## src/rtl/rf_wb_arbiter_pkg.sv

```systemverilog
// Shared writeback/regfile constants: write-enable polarity, default widths, requester ids.
package rf_wb_arbiter_pkg;

    localparam logic REGWE_WRITE = 1'b1;
    localparam logic REGWE_READ  = 1'b0;

    localparam int N_REQ_DEF = 3;
    localparam int XLEN_DEF  = 32;
    localparam int REGW_DEF  = 5;

    typedef enum logic [1:0] {
        WB_ALU = 2'd0,
        WB_LSU = 2'd1,
        WB_MDU = 2'd2
    } wb_src_e;

endpackage

```

## src/rtl/rf_wb_arbiter_if.sv

```systemverilog
// Writeback requesters, regfile write port and decode scoreboard query, bundled.
// Parameters must match those of the rf_wb_arbiter instance the bundle connects to.
interface rf_wb_arbiter_if
    import rf_wb_arbiter_pkg::*;
#(
    parameter int N_REQ = N_REQ_DEF,
    parameter int XLEN  = XLEN_DEF,
    parameter int REGW  = REGW_DEF
) ();

    logic [N_REQ-1:0]      req_valid;
    logic [N_REQ-1:0]      req_ready;
    logic [N_REQ*REGW-1:0] req_rd;
    logic [N_REQ*XLEN-1:0] req_data;

    logic                  rf_we;
    logic [REGW-1:0]       rf_wr;
    logic [XLEN-1:0]       rf_wd;

    logic                  sb_set;
    logic [REGW-1:0]       sb_set_rd;
    logic [REGW-1:0]       rs1;
    logic [REGW-1:0]       rs2;
    logic                  rs1_busy;
    logic                  rs2_busy;
    logic [31:0]           busy_vec;

    // Requesters and decode side
    modport master (
        output req_valid, req_rd, req_data, sb_set, sb_set_rd, rs1, rs2,
        input  req_ready, rf_we, rf_wr, rf_wd, rs1_busy, rs2_busy, busy_vec
    );

    // Arbiter side
    modport slave (
        input  req_valid, req_rd, req_data, sb_set, sb_set_rd, rs1, rs2,
        output req_ready, rf_we, rf_wr, rf_wd, rs1_busy, rs2_busy, busy_vec
    );

endinterface

```

## src/rtl/rf_wb_arbiter_rr_arbiter.sv

```systemverilog
// N-way round-robin pick: first valid at or after i_ptr, wrapping; purely combinational.
// One-hot grant plus encoded index; o_any low when nobody is valid.
module rr_arbiter #(
    parameter int N  = 3,
    parameter int PW = (N > 1) ? $clog2(N) : 1
) (
    input  logic [N-1:0]  i_valid,
    input  logic [PW-1:0] i_ptr,
    output logic [N-1:0]  o_grant,
    output logic [PW-1:0] o_idx,
    output logic          o_any
);

    int          w_sum;
    logic [PW-1:0] w_k;

    always_comb begin
        o_grant = '0;
        o_idx   = '0;
        o_any   = 1'b0;
        w_sum   = 0;
        w_k     = '0;
        for (int off = 0; off < N; off++) begin
            w_sum = int'(i_ptr) + off;
            if (w_sum >= N) w_sum = w_sum - N;
            w_k = PW'(w_sum);
            if (!o_any && i_valid[w_k]) begin
                o_any      = 1'b1;
                o_grant[w_k] = 1'b1;
                o_idx      = w_k;
            end
        end
    end

endmodule

```

## src/rtl/rf_wb_arbiter.sv

```systemverilog
// Round-robin share of the regfile write port plus 32-entry pending-write scoreboard.
// Grant is same-cycle combinational; write lands on rf_* one cycle after accept, one per cycle.
module rf_wb_arbiter
    import rf_wb_arbiter_pkg::*;
#(
    parameter int N_REQ = N_REQ_DEF,
    parameter int XLEN  = XLEN_DEF,
    parameter int REGW  = REGW_DEF
) (
    input  logic         clk,
    input  logic         rst_n,
    rf_wb_arbiter_if.slave bus
);

    localparam int PW = (N_REQ > 1) ? $clog2(N_REQ) : 1;

    logic [PW-1:0]    r_rr_ptr;
    logic             r_we;
    logic [REGW-1:0]  r_wr;
    logic [XLEN-1:0]  r_wd;
    logic [31:0]      r_busy;

    logic [N_REQ-1:0] w_grant;
    logic [PW-1:0]    w_idx;
    logic             w_any;
    logic [REGW-1:0]  w_sel_rd;
    logic [XLEN-1:0]  w_sel_dat;
    logic             w_wr_ok;
    logic [31:0]      w_busy_nxt;

    rr_arbiter #(
        .N  (N_REQ),
        .PW (PW)
    ) u_rr (
        .i_valid (bus.req_valid),
        .i_ptr   (r_rr_ptr),
        .o_grant (w_grant),
        .o_idx   (w_idx),
        .o_any   (w_any)
    );

    // Grant is forced low while reset is asserted so nobody sees a phantom accept.
    assign bus.req_ready = w_grant & {N_REQ{rst_n}};

    always_comb begin
        w_sel_rd  = '0;
        w_sel_dat = '0;
        for (int i = 0; i < N_REQ; i++) begin
            if (w_grant[i]) begin
                w_sel_rd  = bus.req_rd[i*REGW +: REGW];
                w_sel_dat = bus.req_data[i*XLEN +: XLEN];
            end
        end
    end

    assign w_wr_ok = w_any && (w_sel_rd != '0);

    // Set is applied after clear so a same-edge redispatch keeps the entry pending.
    always_comb begin
        w_busy_nxt = r_busy;
        if (w_wr_ok)                          w_busy_nxt[w_sel_rd]      = 1'b0;
        if (bus.sb_set && bus.sb_set_rd != '0) w_busy_nxt[bus.sb_set_rd] = 1'b1;
        w_busy_nxt[0] = 1'b0;
    end

    always_ff @(posedge clk or negedge rst_n) begin
        if (!rst_n) begin
            r_rr_ptr <= '0;
            r_we     <= REGWE_READ;
            r_wr     <= '0;
            r_wd     <= '0;
            r_busy   <= '0;
        end else begin
            r_busy <= w_busy_nxt;
            if (w_any)
                r_rr_ptr <= (w_idx == PW'(N_REQ - 1)) ? '0 : w_idx + PW'(1);
            if (w_wr_ok) begin
                r_we <= REGWE_WRITE;
                r_wr <= w_sel_rd;
                r_wd <= w_sel_dat;
            end else begin
                r_we <= REGWE_READ;
            end
        end
    end

    assign bus.rf_we    = r_we;
    assign bus.rf_wr    = r_wr;
    assign bus.rf_wd    = r_wd;
    assign bus.busy_vec = r_busy;

    assign bus.rs1_busy = (bus.rs1 != '0) && r_busy[bus.rs1];
    assign bus.rs2_busy = (bus.rs2 != '0) && r_busy[bus.rs2];

endmodule

```

## src/flat_wrapper.sv

```systemverilog
// flat-port wrapper written by rule: the top's interface ports become plain ports
module rf_wb_arbiter_flat import rf_wb_arbiter_pkg::*;
#(
    parameter int N_REQ = N_REQ_DEF,
    parameter int XLEN  = XLEN_DEF,
    parameter int REGW  = REGW_DEF
)
  (clk, rst_n, bus_req_valid, bus_req_rd, bus_req_data, bus_sb_set, bus_sb_set_rd, bus_rs1, bus_rs2, bus_req_ready, bus_rf_we, bus_rf_wr, bus_rf_wd, bus_rs1_busy, bus_rs2_busy, bus_busy_vec);
  rf_wb_arbiter_if #(.N_REQ(N_REQ), .XLEN(XLEN), .REGW(REGW)) bus_i ();
  input  logic clk;
  input  logic rst_n;
  input wire logic [$bits(bus_i.req_valid)-1:0] bus_req_valid;
  input wire logic [$bits(bus_i.req_rd)-1:0] bus_req_rd;
  input wire logic [$bits(bus_i.req_data)-1:0] bus_req_data;
  input wire logic [$bits(bus_i.sb_set)-1:0] bus_sb_set;
  input wire logic [$bits(bus_i.sb_set_rd)-1:0] bus_sb_set_rd;
  input wire logic [$bits(bus_i.rs1)-1:0] bus_rs1;
  input wire logic [$bits(bus_i.rs2)-1:0] bus_rs2;
  output wire logic [$bits(bus_i.req_ready)-1:0] bus_req_ready;
  output wire logic [$bits(bus_i.rf_we)-1:0] bus_rf_we;
  output wire logic [$bits(bus_i.rf_wr)-1:0] bus_rf_wr;
  output wire logic [$bits(bus_i.rf_wd)-1:0] bus_rf_wd;
  output wire logic [$bits(bus_i.rs1_busy)-1:0] bus_rs1_busy;
  output wire logic [$bits(bus_i.rs2_busy)-1:0] bus_rs2_busy;
  output wire logic [$bits(bus_i.busy_vec)-1:0] bus_busy_vec;
  assign bus_i.req_valid = bus_req_valid;
  assign bus_i.req_rd = bus_req_rd;
  assign bus_i.req_data = bus_req_data;
  assign bus_i.sb_set = bus_sb_set;
  assign bus_i.sb_set_rd = bus_sb_set_rd;
  assign bus_i.rs1 = bus_rs1;
  assign bus_i.rs2 = bus_rs2;
  assign bus_req_ready = bus_i.req_ready;
  assign bus_rf_we = bus_i.rf_we;
  assign bus_rf_wr = bus_i.rf_wr;
  assign bus_rf_wd = bus_i.rf_wd;
  assign bus_rs1_busy = bus_i.rs1_busy;
  assign bus_rs2_busy = bus_i.rs2_busy;
  assign bus_busy_vec = bus_i.busy_vec;
  rf_wb_arbiter #(.N_REQ(N_REQ), .XLEN(XLEN), .REGW(REGW)) u_core (.clk(clk), .rst_n(rst_n), .bus(bus_i));
endmodule
```

## config.mk

```make
export PLATFORM = sky130hd
export DESIGN_NAME = rf_wb_arbiter_flat
export DESIGN_NICKNAME = d
export VERILOG_FILES = /design/src/rtl/rf_wb_arbiter_pkg.sv /design/src/rtl/rf_wb_arbiter_if.sv /design/src/rtl/rf_wb_arbiter_rr_arbiter.sv /design/src/rtl/rf_wb_arbiter.sv /design/src/flat_wrapper.sv
export SDC_FILE = /design/constraint.sdc
export NUM_CORES = 1
export LEC_CHECK = 0
export CAP_MARGIN = 5
export CORE_UTILIZATION = 37
export CTS_CLUSTER_SIZE = 24
export DETAILED_ROUTE_END_ITERATION = 8
export PLACE_DENSITY = 0.79
export SYNTH_ARGS = -nofsm -noshare
export SYNTH_HDL_FRONTEND = slang
export SYNTH_HIERARCHICAL = 1
export SYNTH_SLANG_ARGS = --single-unit
```

## constraint.sdc

```tcl
create_clock -name clk -period 2.9 [get_ports clk]
set_input_delay 0.58 -clock clk [delete_from_list [all_inputs] [get_ports clk]]
set_output_delay 0.58 -clock clk [all_outputs]
set_load 0.005 [all_outputs]
```

# Word-level counts from Yosys, hierarchy flattened
# Index checks and enable logic that the tools add are counted.
totals:
  output_inout_bits: 75
  ff_bits: 71
  in_bits: 132
  word_cells: 92
op_classes:
  bitwise_logic: 6
  add_sub_neg: 6
  n_reduce_logical: 17
  order_cmp: 15
  eq_ne: 1
  mux: 42
op_table:
  columns: ["op", "count"]
  rows:
  - ["32-bit 2-to-1 mux", 5]
  - ["32-bit bitwise AND", 1]
  - ["32-bit NOT", 1]
  - ["32-bit bitwise OR", 1]
  - ["5-bit by 6-bit < comparator with 1-bit output, second input constant", 4]
  - ["5-bit nonzero test", 4]
  - ["5-bit 2-to-1 mux", 3]
  - ["1-bit 2-to-1 mux", 14]
  - ["2-bit 2-to-1 mux", 7]
  - ["1-bit logical AND", 11]
  - ["1-bit binary-select mux with 5-bit select", 2]
  - ["1-bit demux with 5-bit select", 2]
  - ["5-bit by 1-bit >= comparator with 1-bit output, second input constant", 2]
  - ["2-bit by 3-bit < comparator with 1-bit output, second input constant", 3]
  - ["3-bit 2-to-1 mux", 3]
  - ["1-bit binary-select mux with 2-bit select", 3]
  - ["1-bit demux with 2-bit select", 3]
  - ["2-bit by 1-bit >= comparator with 1-bit output, second input constant", 3]
  - ["3-bit by 2-bit >= comparator with 1-bit output, second input constant", 2]
  - ["3-bit bitwise OR", 2]
  - ["2-bit subtractor, second input constant", 3]
  - ["2-bit by 1-bit adder with 3-bit output, second input constant", 1]
  - ["2-bit by 2-bit adder with 3-bit output, second input constant", 1]
  - ["3-bit bitwise AND", 1]
  - ["4 further kinds", 5]

# Longest topological paths before layout
depth:
  ltp_word: 23
  mapped_depth: 14

# By module
# The synthesis kept the hierarchy.
by_module_without_submodules:
  columns: ["mod", "cells_each", "area_each_um2", "instances"]
  rows:
  - ["rf_wb_arbiter", 393, 4063.9, 1]
  - ["rr_arbiter", 41, 281.5, 1]

# Worst setup path before layout
# OpenSTA, ideal clock, no wires.
synth_path:
  path_kind: "reg2reg"
  from: "register u_core.r_rr_ptr[1]"
  to: "register u_core.r_wd[10] (netlist: u_core/bus.rf_wd[10])"
  synth_period_minus_slack_ps: 3053
  setup_time_ps: 127
  path_stages_with_launch: 13
  arrival_time_ps: 2926
  path_buffers: 3
  setup_slack_ps: -153
  required_time_ps: 2773
  cell_sequence: "dfrtp_1 -> inv_1 -> ha_1 -> buf_6 -> mux2i_4 -> o21ai_2 -> o21ai_0 -> buf_4 -> nand3b_1 -> a22oi_2 -> o31ai_4 -> buf_6 -> mux2_1"
synth_between:
  elab_cells_between_ends: 52
synth_lines:
  columns: ["element", "line", "source"]
  rows:
  - ["start: declaration", "rf_wb_arbiter.sv:17", "logic [PW-1:0] r_rr_ptr;"]
  - ["start signal: assignment", "rf_wb_arbiter.sv:76", "r_rr_ptr <= (w_idx == PW'(N_REQ - 1)) ? '0 : w_idx + PW'(1);"]
  - ["2-bit by 1-bit adder with 3-bit output (tied with other cells)", "rf_wb_arbiter_rr_arbiter.sv:24", "w_sum = int'(i_ptr) + off;"]
  - ["3-bit by 2-bit >= comparator with 1-bit output (tied with other cells)", "rf_wb_arbiter_rr_arbiter.sv:25", "if (w_sum >= N) w_sum = w_sum - N;"]
  - ["2-bit 2-to-1 mux (tied with other cells)", "rf_wb_arbiter_rr_arbiter.sv:25", null]
  - ["2-bit by 3-bit < comparator with 1-bit output (implied by the code) (tied with other cells)", "rf_wb_arbiter_rr_arbiter.sv:29", "o_grant[w_k] = 1'b1;"]
  - ["1-bit logical AND (implied by the code) (tied with other cells)", "rf_wb_arbiter_rr_arbiter.sv:29", null]
  - ["1-bit 2-to-1 mux (implied by the code) (tied with other cells)", "rf_wb_arbiter_rr_arbiter.sv:29", null]
  - ["1-bit demux with 2-bit select (tied with other cells)", "rf_wb_arbiter_rr_arbiter.sv:29", null]
  - ["3-bit bitwise OR (no source line) / 1-bit 2-to-1 mux (equally long branches)", null, null]
  - ["3-bit 2-to-1 mux / 1-bit logical NOT (equally long branches)", "rf_wb_arbiter_rr_arbiter.sv:27", "if (!o_any && i_valid[w_k]) begin"]
  - ["3-bit bitwise OR (no source line) / 1-bit logical AND (equally long branches)", null, null]
  - ["3-bit 2-to-1 mux *", "rf_wb_arbiter_rr_arbiter.sv:27", null]
  - ["net u_core.w_grant[1]", "rf_wb_arbiter.sv:23", "logic [N_REQ-1:0] w_grant;"]
  - ["5-bit 2-to-1 mux (2 in series)", "rf_wb_arbiter.sv:49", "if (w_grant[i]) begin"]
  - ["5-bit nonzero test", "rf_wb_arbiter.sv:56", "assign w_wr_ok = w_any && (w_sel_rd != '0);"]
  - ["1-bit logical AND", "rf_wb_arbiter.sv:56", null]
  - ["end signal: assignment", "rf_wb_arbiter.sv:80", "r_wd <= w_sel_dat;"]
  - ["end: declaration", "rf_wb_arbiter.sv:20", "logic [XLEN-1:0] r_wd;"]
# The timed path passes the listed nets; every way through them passes the cells marked *. The select of a mux whose other input is x is not followed.
# A chain may end at the register's enable or synchronous reset.

# Worst setup path in the final report
layout_path:
  from: "register u_core.r_rr_ptr[1]"
  to: "register u_core.r_wd[27] (netlist: u_core/bus.rf_wd[27])"
layout_between:
  elab_cells_between_ends: 52
layout_lines:
  columns: ["element", "line"]
  rows:
  - ["2-bit by 1-bit adder with 3-bit output (tied with other cells)", "rf_wb_arbiter_rr_arbiter.sv:24"]
  - ["3-bit by 2-bit >= comparator with 1-bit output (tied with other cells)", "rf_wb_arbiter_rr_arbiter.sv:25"]
  - ["2-bit 2-to-1 mux (tied with other cells)", "rf_wb_arbiter_rr_arbiter.sv:25"]
  - ["2-bit by 3-bit < comparator with 1-bit output (implied by the code) (tied with other cells)", "rf_wb_arbiter_rr_arbiter.sv:29"]
  - ["1-bit logical AND (implied by the code) (tied with other cells)", "rf_wb_arbiter_rr_arbiter.sv:29"]
  - ["1-bit 2-to-1 mux (implied by the code) (tied with other cells)", "rf_wb_arbiter_rr_arbiter.sv:29"]
  - ["1-bit demux with 2-bit select (tied with other cells)", "rf_wb_arbiter_rr_arbiter.sv:29"]
  - ["3-bit bitwise OR (no source line) / 1-bit 2-to-1 mux (equally long branches)", null]
  - ["3-bit 2-to-1 mux / 1-bit logical NOT (equally long branches)", "rf_wb_arbiter_rr_arbiter.sv:27"]
  - ["3-bit bitwise OR (no source line) / 1-bit logical AND (equally long branches)", null]
  - ["3-bit 2-to-1 mux *", "rf_wb_arbiter_rr_arbiter.sv:27"]
  - ["net u_core.w_grant[2]", "rf_wb_arbiter.sv:23"]
  - ["5-bit 2-to-1 mux", "rf_wb_arbiter.sv:49"]
  - ["5-bit nonzero test", "rf_wb_arbiter.sv:56"]
  - ["1-bit logical AND", "rf_wb_arbiter.sv:56"]
# Marks and branches as above.

==> results.toml <==
[placed_design]
place.gp.congestion = 0.943
hpwl_mm = 11.4
place_area_um2 = 6840
portBuffers = 205

[clocking]
cts-buffers-inserted = 9
ctsHtreeMaxLevel = 3
cts_hold_buffers = 0
cts_tree = "built"
cts_buffer_depth = 2
cts.sinks = 71
insertion_delay_ns = 0.33
clk_pin_slew_worst_paths_ns = 0.06
root_buffer = "clkbuf_16"

[critical_path]
max_stage_delay_ns = 0.42
crit_fanout = 7
crit_slowest_cell = "dfrtp_1"
reg2reg_setup_slack_ns = -0.25
cp-startpoint = "u_core/r_rr_ptr[1]"
required_ns = 3.11
crit_type = "reg -> reg"
worst_setup_path_end_kind = "flop"
worstPathCellList = "buf_6 > ha_4 > nand3b_1 > buf_4 > o21ai_2 > a21oi_2 > nor2_4 > buf_6 > buf_4 > buf_4 > a22oi_2 > o31ai_4 > buf_6 > buf_12 > buf_16 > mux2_4"
r2r-start = "u_core/r_rr_ptr[1]"
arrival_ns = 3.36
critPathLaunchType = "flop"

[floorplanning]
initial_utilization_pct = 38.1
die_w_um = 110
dieArea_um2 = 12200
pin_count = 207
row_count = 39
die-height_um = 110
core_area_um2 = 11400

[sta]
post-route-period-util_pct = 109
rsz0062_at_grt = "true"
setup_slack_ns = -0.252
fin_skew_ns = 0.00474
fmax_mhz = 317
report.final.slew_viol_count = 0
finalHoldViolCount = 0
min_period_ns = 3.15
tightest_slew_ns = 0.514
finalSetupViolations = 52
finalSetupTns_ns = -8.15
max_slew_margin_pct = 65.7

[yosys]
yosysTopAreaCell = "dfrtp_1"
synth_top_area_share_pct = 40.9
synth_edf_count = 0
syn-num-nets = 570
synthTopCellsByArea = "dfrtp_1 (41%), o21ai_0 (12%), mux4_2 (8.3%)"
netlist_instances = 434
async_reset_ff_share_pct = 100
synth_area_per_cell_um2 = 10.0
ys.flop_type = "dfrtp_1"
seq_area_frac_synth_pct = 40.9
ys_types = 42
yosys_warnings = 6
synth.cell_area_um2 = 4350
synth_seq_cells = 71

[power_and_ir_drop]
p_comb_share_pct = 73.0
clkPwrFrac_pct = 10.7
vdd.ir_drop.worst_mv = 0.740
seq_power_share_pct = 16.3
pwr_density_cell_nw_per_um2 = 1490
p_leak_nw = 3.30
p_int_mw = 7.26
power_mw = 12.0
switching_share_pct = 39.4
p_switching_mw = 4.72

[finish]
multi_input_area_um2 = 2830
drive_gt1_share_pct = 32.4
synthToLayoutAreaGrowth_pct = 85.1
regArea_um2 = 1780
fin_area_um2 = 8050
nNetsFinal = 845
fillCellCount = 810
diodes = 0

[grt]
grt_max_degree = 65
grt_remaining_overflow = 0
grt_pass1_vias = 4962
antenna_found_initial = 0
grt_pass1_wl_mm = 25.6
globalRouteTotalUtil_pct = 28.1

[route]
via_count = 4894
wl_per_cell_um = 20.1
drt_iter0_drc = 343
routed_wl_mm = 17.2
ant_nets = 0
via_per_inst = 5.71
dr.pass1.iters = 5
route.detailed.drc = 0

[min_path]
hp-class = "in -> async"

[job]
drv_cap = 0

[outcome]
status = "finished, violations left"
violations = "setup timing"
==> critical path, delay by kind of cell (launching register included) <==
kind | cells | cell delay (ns)
adder cells (fa/ha/maj) | 1 | 0.30
buffers and inverters | 8 | 1.13
multiplexers | 1 | 0.30
AO/OA/AOI/OAI | 4 | 0.60
AND/OR/NAND/NOR | 2 | 0.29
flip-flops | 1 | 0.42
==> synthesized netlist by cell type (2+ instances only) <==
library cell,number
o21ai_0,102
dfrtp_1,71
nand2_1,40
a22oi_1,36
mux2_1,26
inv_1,16
mux4_2,16
clkbuf_1,15
nand3b_1,14
nand3_1,13
a21oi_1,12
mux2_2,11
a22o_1,8
nor2_1,5
buf_2,4
buf_6,4
ha_1,4
and2_1,3
a211oi_1,2
a221oi_1,2
a22o_2,2
a22oi_2,2
a31oi_1,2
buf_1,2
buf_4,2
mux2i_1,2
or3_1,2
or3b_2,2
==> logic make-up (layout without fill, tap and decap cells) <==
logic type,Yosys count,in the layout,synth area share (%)
AO/OA/AOI/OAI,173,173,24.2
adder cells (fa/ha/maj),4,4,1.15
buffers and inverters,43,323,4.69
flip-flops,71,71,40.9
multiplexers,56,56,18.9
other,1,1,0.0863
AND/OR/NAND/NOR,86,86,10.1
==> cell type report <==
cell class,instances,share of cell area [%]
flip-flops and latches,71,22.1
repair buffers,291,35.5
clock inverters,7,1.49
inverters,16,0.747
well taps,143,2.22
multi-input cells,320,35.2
clock buffers,9,2.80
==> registers in the layout (all words and copies together), names as in the netlist <==
signal               flops
u_core/bus.rf_wd        32
u_core/bus.busy_vec     31
u_core/bus.rf_wr         5
u_core/r_rr_ptr          2
u_core/bus.rf_we         1
==> metal layers <==
metal | vias to the layer above | track usage [%] | share of wire, %
li1 | 2195 | - | -
met1 | 2338 | 31.3 | 36
met2 | 297 | 49.6 | 51
met3 | 64 | 7.76 | 9.1
met4 | 0 | 13.1 | 3.9
met5 | - | 0 | 0
==> timing repair <==
action | CTS | global route
buffers inserted | 33 | 12
gates cloned | 4 | 0
pin swaps | 10 | 33
gates resized for setup | 103 | 108
setup endpoints to repair | 64 | 75
==> path summary, 6_finish.rpt <==
check	end	cells past startpoint
max reg2reg	u_core/bus.rf_wd[27]	16
min	u_core/bus.rf_wd[0]	1
min reg2reg	u_core/bus.rf_wd[11]	1
max	u_core/bus.rf_wd[27]	16
min in group clk	u_core/bus.rf_wd[11]	1
max in group asynchronous	u_core/r_rr_ptr[0]	2
==> power by group through the flow <==
stage	clock network, mW	logic [mW]	registers [mW]
finish	1.28	8.74	1.96
global route	1.34	9.28	2.00
CTS	1.29	7.95	1.91
detailed placement	0	5.73	1.90
global placement	0	5.49	1.86
floorplan	0	3.23	1.80
==> through the flow <==
stage               worst slack [ns]  hold slack (ns)  util (%)  cells
floorplan                    0.00829            0.284         -    434
global placement              -0.438            0.409      59.9    801
detailed placement            -0.526            0.408      59.9    801
CTS                           -0.200           0.0573      68.4    853
global route                  -0.325           0.0523      70.5    857
finish                        -0.252           0.0591      70.5    857
==> cells in the final DEF (no fill, tap or decap), types with 3 or more instances in the layout <==
master	instances
clkdlybuf4s50_1	192
dfrtp_1	70
buf_4	62
o21ai_1	41
o21ai_0	41
nand2_1	39
a22oi_1	35
mux2_4	33
o21ai_2	19
buf_6	17
mux4_2	16
nand3b_1	14
inv_1	13
clkbuf_16	9
a21oi_2	7
dlygate4sd2_1	6
a22o_1	6
nand3_4	6
nand3_2	5
a21oi_1	5
buf_16	4
mux2_2	4
ha_4	4
bufinv_16	3
buf_2	3
buf_12	3
a22o_2	3
a22oi_2	3
nand3_1	3
and2_1	3
inv_2	3
o21ai_4	3
(Power assumes the default switching activity.)
